[src/rtl/ram_arbiter_if.sv]
// Requester-side and ram-side signals of the two-port ram arbiter.
// The slave modport faces the arbiter; the master modport faces the requesters and the ram.
interface ram_arbiter_if #(
    parameter int DATA_WIDTH = 8,
    parameter int ADDR_WIDTH = 10
);
    logic                  req0;
    logic                  we0;
    logic [ADDR_WIDTH-1:0] addr0;
    logic [DATA_WIDTH-1:0] wdata0;
    logic                  gnt0;
    logic                  rvalid0;
    logic [DATA_WIDTH-1:0] rdata0;

    logic                  req1;
    logic                  we1;
    logic [ADDR_WIDTH-1:0] addr1;
    logic [DATA_WIDTH-1:0] wdata1;
    logic                  gnt1;
    logic                  rvalid1;
    logic [DATA_WIDTH-1:0] rdata1;

    logic [ADDR_WIDTH-1:0] ram_addr;
    logic [DATA_WIDTH-1:0] ram_data;
    logic                  ram_we;
    logic [DATA_WIDTH-1:0] ram_q;

    modport slave (
        input  req0, we0, addr0, wdata0,
        input  req1, we1, addr1, wdata1,
        input  ram_q,
        output gnt0, rvalid0, rdata0,
        output gnt1, rvalid1, rdata1,
        output ram_addr, ram_data, ram_we
    );

    modport master (
        output req0, we0, addr0, wdata0,
        output req1, we1, addr1, wdata1,
        output ram_q,
        input  gnt0, rvalid0, rdata0,
        input  gnt1, rvalid1, rdata1,
        input  ram_addr, ram_data, ram_we
    );
endinterface

[src/rtl/ram_arbiter.sv]
// Round-robin arbiter sharing one single-port ram between two requesters.
// Zero-cycle grant, bounded burst under contention, read data one cycle after grant.
module ram_arbiter #(
    parameter int DATA_WIDTH = 8,
    parameter int ADDR_WIDTH = 10,
    parameter int MAX_BURST  = 4
) (
    input logic         clk,
    input logic         rst_n,
    ram_arbiter_if.slave bus
);
    localparam int CW = $clog2(MAX_BURST + 1);
    localparam logic [CW-1:0] MAXC = CW'(MAX_BURST);

    typedef enum logic [1:0] {
        OWN_NONE = 2'd0,
        OWN_R0   = 2'd1,
        OWN_R1   = 2'd2
    } owner_t;

    owner_t          r_owner;
    owner_t          w_owner_nx;
    logic [CW-1:0]   r_cnt;
    logic [CW-1:0]   w_cnt_nx;
    logic            r_last;
    logic            w_last_nx;
    logic            r_rvalid0;
    logic            r_rvalid1;
    logic            w_rvalid0_nx;
    logic            w_rvalid1_nx;

    logic                  w_gv;
    logic                  w_g;
    logic                  w_we;
    logic [ADDR_WIDTH-1:0] w_addr;
    logic [DATA_WIDTH-1:0] w_wdata;

    // grant decision: w_gv = someone granted, w_g = which requester
    always_comb begin
        w_gv = bus.req0 | bus.req1;
        w_g  = 1'b0;
        if (bus.req0 & bus.req1) begin
            case (r_owner)
                OWN_R0:  w_g = (r_cnt >= MAXC);
                OWN_R1:  w_g = (r_cnt < MAXC);
                default: w_g = ~r_last;
            endcase
        end else begin
            w_g = bus.req1;
        end
    end

    // ram mux; requester 0 fields drive the ram when idle
    always_comb begin
        w_we         = w_g ? bus.we1 : bus.we0;
        w_addr       = w_g ? bus.addr1 : bus.addr0;
        w_wdata      = w_g ? bus.wdata1 : bus.wdata0;
        bus.ram_addr = w_addr;
        bus.ram_data = w_wdata;
        bus.ram_we   = w_gv & w_we;
        bus.gnt0     = w_gv & ~w_g;
        bus.gnt1     = w_gv & w_g;
        bus.rvalid0  = r_rvalid0;
        bus.rvalid1  = r_rvalid1;
        bus.rdata0   = bus.ram_q;
        bus.rdata1   = bus.ram_q;
    end

    // next owner, burst count, tie-break history and read-valid pipeline
    always_comb begin
        w_owner_nx   = OWN_NONE;
        w_cnt_nx     = '0;
        w_last_nx    = r_last;
        w_rvalid0_nx = w_gv & ~w_g & ~w_we;
        w_rvalid1_nx = w_gv & w_g & ~w_we;
        if (w_gv) begin
            w_owner_nx = w_g ? OWN_R1 : OWN_R0;
            w_last_nx  = w_g;
            if (w_owner_nx == r_owner) begin
                w_cnt_nx = (r_cnt >= MAXC) ? MAXC : r_cnt + CW'(1);
            end else begin
                w_cnt_nx = CW'(1);
            end
        end
    end

    // state registers; last=1 so requester 0 wins the first tie
    always_ff @(posedge clk or negedge rst_n) begin
        if (!rst_n) begin
            r_owner   <= OWN_NONE;
            r_cnt     <= '0;
            r_last    <= 1'b1;
            r_rvalid0 <= 1'b0;
            r_rvalid1 <= 1'b0;
        end else begin
            r_owner   <= w_owner_nx;
            r_cnt     <= w_cnt_nx;
            r_last    <= w_last_nx;
            r_rvalid0 <= w_rvalid0_nx;
            r_rvalid1 <= w_rvalid1_nx;
        end
    end
endmodule

[src/flat_wrapper.sv]
// flat-port wrapper written by rule: the top's interface ports become plain ports
module ram_arbiter_flat 
#(
    parameter int DATA_WIDTH = 8,
    parameter int ADDR_WIDTH = 10,
    parameter int MAX_BURST  = 4
)
  (clk, rst_n, bus_req0, bus_we0, bus_addr0, bus_wdata0, bus_req1, bus_we1, bus_addr1, bus_wdata1, bus_ram_q, bus_gnt0, bus_rvalid0, bus_rdata0, bus_gnt1, bus_rvalid1, bus_rdata1, bus_ram_addr, bus_ram_data, bus_ram_we);
  ram_arbiter_if #(.DATA_WIDTH(DATA_WIDTH), .ADDR_WIDTH(ADDR_WIDTH)) bus_i ();
  input logic clk;
  input logic rst_n;
  input wire logic [$bits(bus_i.req0)-1:0] bus_req0;
  input wire logic [$bits(bus_i.we0)-1:0] bus_we0;
  input wire logic [$bits(bus_i.addr0)-1:0] bus_addr0;
  input wire logic [$bits(bus_i.wdata0)-1:0] bus_wdata0;
  input wire logic [$bits(bus_i.req1)-1:0] bus_req1;
  input wire logic [$bits(bus_i.we1)-1:0] bus_we1;
  input wire logic [$bits(bus_i.addr1)-1:0] bus_addr1;
  input wire logic [$bits(bus_i.wdata1)-1:0] bus_wdata1;
  input wire logic [$bits(bus_i.ram_q)-1:0] bus_ram_q;
  output wire logic [$bits(bus_i.gnt0)-1:0] bus_gnt0;
  output wire logic [$bits(bus_i.rvalid0)-1:0] bus_rvalid0;
  output wire logic [$bits(bus_i.rdata0)-1:0] bus_rdata0;
  output wire logic [$bits(bus_i.gnt1)-1:0] bus_gnt1;
  output wire logic [$bits(bus_i.rvalid1)-1:0] bus_rvalid1;
  output wire logic [$bits(bus_i.rdata1)-1:0] bus_rdata1;
  output wire logic [$bits(bus_i.ram_addr)-1:0] bus_ram_addr;
  output wire logic [$bits(bus_i.ram_data)-1:0] bus_ram_data;
  output wire logic [$bits(bus_i.ram_we)-1:0] bus_ram_we;
  assign bus_i.req0 = bus_req0;
  assign bus_i.we0 = bus_we0;
  assign bus_i.addr0 = bus_addr0;
  assign bus_i.wdata0 = bus_wdata0;
  assign bus_i.req1 = bus_req1;
  assign bus_i.we1 = bus_we1;
  assign bus_i.addr1 = bus_addr1;
  assign bus_i.wdata1 = bus_wdata1;
  assign bus_i.ram_q = bus_ram_q;
  assign bus_gnt0 = bus_i.gnt0;
  assign bus_rvalid0 = bus_i.rvalid0;
  assign bus_rdata0 = bus_i.rdata0;
  assign bus_gnt1 = bus_i.gnt1;
  assign bus_rvalid1 = bus_i.rvalid1;
  assign bus_rdata1 = bus_i.rdata1;
  assign bus_ram_addr = bus_i.ram_addr;
  assign bus_ram_data = bus_i.ram_data;
  assign bus_ram_we = bus_i.ram_we;
  ram_arbiter #(.DATA_WIDTH(DATA_WIDTH), .ADDR_WIDTH(ADDR_WIDTH), .MAX_BURST(MAX_BURST)) u_core (.clk(clk), .rst_n(rst_n), .bus(bus_i));
endmodule
[config.mk]
export PLATFORM = sky130hd
export DESIGN_NAME = ram_arbiter_flat
export DESIGN_NICKNAME = d
export VERILOG_FILES = /design/src/rtl/ram_arbiter_if.sv /design/src/rtl/ram_arbiter.sv /design/src/flat_wrapper.sv
export SDC_FILE = /design/constraint.sdc
export NUM_CORES = 1
export LEC_CHECK = 0
export ABC_AREA = 1
export CAP_MARGIN = 0
export CORE_AREA = 2 2 55 68
export CTS_CLUSTER_DIAMETER = 200
export DETAILED_ROUTE_END_ITERATION = 10
export DIE_AREA = 0 0 57 70
export PLACE_DENSITY = 0.75
export SYNTH_ARGS = -nofsm -noshare
export SYNTH_HDL_FRONTEND = slang
export SYNTH_SLANG_ARGS = --single-unit
[constraint.sdc]
create_clock -name clk -period 1.6 [get_ports clk]
set_clock_uncertainty 0.05 [all_clocks]
set_input_delay 0.32 -clock clk [delete_from_list [all_inputs] [get_ports clk]]
set_output_delay 0.32 -clock clk [all_outputs]
set_load 0.05 [all_outputs]
==> metrics.txt, run 1 <==
result of the run=finished, violations left; failing checks=negative setup slack; combined global-route utilization of all metal layers=13.95%; floorplan die area=3990 um2; cell area after layout=2046 um2; count of unique library cells instantiated by Yosys=21; share of cell area taken by muxes after synthesis=0%; io pins=89; number of buffers created by CTS=3; RSZ-0062 raised after global routing=true; first-pass GRT wire length=4409 um; post-synthesis compound-gate area fraction=3.443%; type of the worst min-delay path=input port to asynchronous set/reset pin; layout cell share with drive strength beyond 1=55.85%; horizontal extent of the die=57 um; initial antenna violation count=0; Power Dens Cells=859.6 nW/um2; critical path data arrival time=1770 ps; cell type of the slowest stage on the worst timing path=dfrtp_1; required time reported for the critical path endpoint=1230 ps; Leak Pwr=0.9363 nW; number of hold buffers added after CTS=0; Least-Margin Pin Slew=375.7 ps; Crit Path Category=register to output port; detailed-placement wirelength estimate=2143 um; element type at the critical path end=output port; max_slew headroom=74.87%; placed cell area=1839 um2; maximum root-to-sink buffer count=2; final worst path period need=2142 ps; XOR/XNOR Fraction of Synth Area=0%; final wirelength=2598 um; combined area of all synthesized cells=835.8 um2; pins over their slew limit=0; setup TNS=-10600 ps; worst slack, placed=-550.7 ps; root buf cell=clkbuf_8; max-cap check violation count=0; syn avg cell area=6.633 um2; setup slack of the critical path after layout=-541.6 ps; basic-gate share of the synthesized area counting and, or, nand and nor cells=41.17%; dominant delay contributor by cell family on the critical path=flip-flops; Nets=243; DRC violation count after routing=0; violation count after the first detailed-route iteration=8; effective utilization at floorplan=24.42%; post-detailed-route via-to-cell ratio=4.269; crit share post-route=133.8%; largest family of logic cells by synthesized area=simple AND/OR/NAND/NOR gates; yosys warns=0; number of H-tree levels=1; TritonCTS clock tree=yes; # clock sinks=8; clock latency of the later-clocked register in the worst-skew pair=230 ps; Synth Register Bits=8; post-route total power=1.759 mW; drt pass-1 iters=3; Max FO, Critical Path=5; antenna fix cells=0; Max Freq=466.9 MHz; row cnt=24; crit path buf inv count=3; cell-by-cell listing of the critical path=inv_2 -> ha_4 -> a21boi_4 -> nand2_4 -> nand2_8 -> o21bai_1 -> buf_4 -> nor2_4 -> buf_12; Setup violations, final=24; Detail Route Antenna Nets=0; fraction of the core area covered by cells at the end of the flow=59.76%; Syn Nets=180; number of standard cells after synthesis=126; startpoint class of the critical path=register; worst supply voltage drop on vdd=0.6007 mV; largest net degree at the start of global routing=24; CTS clk-pin slew, worst paths=40 ps; Layout Area Growth over Synthesis=144.8%; routed length per instance=11.44 um; number of endpoints with negative hold slack in the final report=0; final estimated routing congestion in global placement=0.7638; total number of vias=969; vertical extent of the die=70 um; Adder-Cell Fraction of Synth Area=5.988%; grt ovf=0; Core Footprint=3423 um2; number of port buffers=64; Crit path largest cell delay=400 ps; portion of the post-synthesis area used by sequential elements=24.10%; number of global-route vias before repair=1029
## routing by layer
metal  part of all wire, %  up-vias  track usage (%)
met5                     0        -                0
met4                     0        0            4.651
met3                   9.3        0            5.741
met2                    58       39            26.05
met1                    33      446            13.41
li1                      -      484                -
## cell usage after synthesis
cell	n	area, um2
nor3_2	1	10.01
dfrtp_1	7	175.2
ha_1	4	50.05
o21ai_0	2	10.01
o21bai_1	1	7.510
nand2_1	52	195.2
nand2_2	9	56.30
nand3_2	1	10.01
inv_1	10	37.54
nand3_1	4	20.02
nor2_1	9	33.78
buf_6	1	11.26
buf_12	1	20.02
inv_2	1	3.750
a21boi_2	1	11.26
buf_2	1	5.000
inv_4	1	6.260
buf_4	17	127.6
dfstp_2	1	26.28
nand2_4	1	11.26
nand3b_1	1	7.510
## what timing repair did
action	4_1_cts	5_1_grt
setup buffers	2	2
endpoints found under the setup margin	21	24
gates cloned	0	1
resized for setup	10	26
pin swaps	1	4
## power breakdown
part	switching [mW]	leakage, nW	internal, mW	total (mW)
Sequential	0.0189	0.0986	0.236	0.255
Clock	0.0817	0.0228	0.173	0.255
Combinational	0.657	0.815	0.592	1.25
Total	0.758	0.936	1.00	1.76
## area by class of cell
type	count	area [um2]
fill	303	1378
timing repair buffer	77	967.2
multi-input combinational	86	716.9
sequential	8	201.4
inverter	12	57.56
tap	39	48.80
clock buffer	4	45.04
timing repair inverter	1	8.758
## cells by family after synthesis
group                      Yosys count
and+or+nand+nor                     78
adders and majority gates            4
DFF                                  8
AOI/OAI and AO/OA                    4
buffers and inverters               32
## stage by stage
stage                     std cells  hold slack, ps
after floorplan                 126          -25.59
after global placement          218           504.8
after detailed placement        218           521.6
after CTS                       224           334.0
after global routing            227           354.7
final                           227           326.6
## registers in the layout, indices dropped and copies added, names as in the netlist
signal,count
u_core.bus.rvalid0,1
u_core.r_cnt,3
u_core.r_owner,2
u_core.bus.rvalid1,1
u_core.r_last,1
## layout by cell type, fill, tap and decap left out
| master | n |
|---|---|
| nand2_8 | 3 |
| inv_12 | 1 |
| dfrtp_1 | 7 |
| nand2_1 | 10 |
| buf_6 | 1 |
| ha_1 | 3 |
| clkbuf_8 | 3 |
| nor3_2 | 1 |
| nor2_1 | 4 |
| inv_6 | 1 |
| buf_8 | 1 |
| o21ai_0 | 2 |
| dfstp_2 | 1 |
| nand3b_1 | 1 |
| nand3_2 | 1 |
| inv_2 | 2 |
| a21boi_4 | 1 |
| buf_4 | 12 |
| inv_1 | 9 |
| nand3_1 | 4 |
| ha_4 | 1 |
| buf_12 | 22 |
| clkbuf_1 | 1 |
| nor2_4 | 2 |
| clkdlybuf4s50_1 | 41 |
| o21bai_1 | 1 |
| nand2_4 | 22 |
| nor2_2 | 3 |
| nand2_2 | 27 |
## path summary, 6_finish.rpt
path,cells after the start,slack (ps),startpoint,to
hold reg to reg,3,520,u_core.r_cnt[0]$_DFF_PN0_,u_core.r_cnt[0]$_DFF_PN0_
setup reg to reg,12,-170,u_core.r_owner[0]$_DFF_PN0_,u_core.r_cnt[1]$_DFF_PN0_
setup / recovery,9,-540,u_core.r_owner[0]$_DFF_PN0_,bus_ram_we
max in group asynchronous,1,860,rst_n,u_core.r_last$_DFFE_PN1N_
hold / removal,1,330,rst_n,u_core.r_owner[0]$_DFF_PN0_
min in group clk,3,520,u_core.r_cnt[0]$_DFF_PN0_,u_core.r_cnt[0]$_DFF_PN0_
Note: power is estimated with default switching activity, not from simulation.
==> inputs of run 2 (changes only) <==
--- a/config.mk
+++ b/config.mk
@@ -6,6 +6,7 @@
 export NUM_CORES = 1
 export LEC_CHECK = 0
 export ABC_AREA = 1
+export ABC_CLOCK_PERIOD_IN_PS = 1600
 export CAP_MARGIN = 0
 export CORE_AREA = 2 2 55 68
 export CTS_CLUSTER_DIAMETER = 200
==> results of run 2 <==
Final layout, timing and power as in run 1 (identical DEF).
==> inputs of run 3 (changes only) <==
--- a/config.mk
+++ b/config.mk
@@ -10,6 +10,7 @@
 export CAP_MARGIN = 0
 export CORE_AREA = 2 2 55 68
 export CTS_CLUSTER_DIAMETER = 200
+export CTS_CLUSTER_SIZE = 16
 export DETAILED_ROUTE_END_ITERATION = 10
 export DIE_AREA = 0 0 57 70
 export PLACE_DENSITY = 0.75
==> results of run 3 <==
Final layout, timing and power as in run 1 (identical DEF).
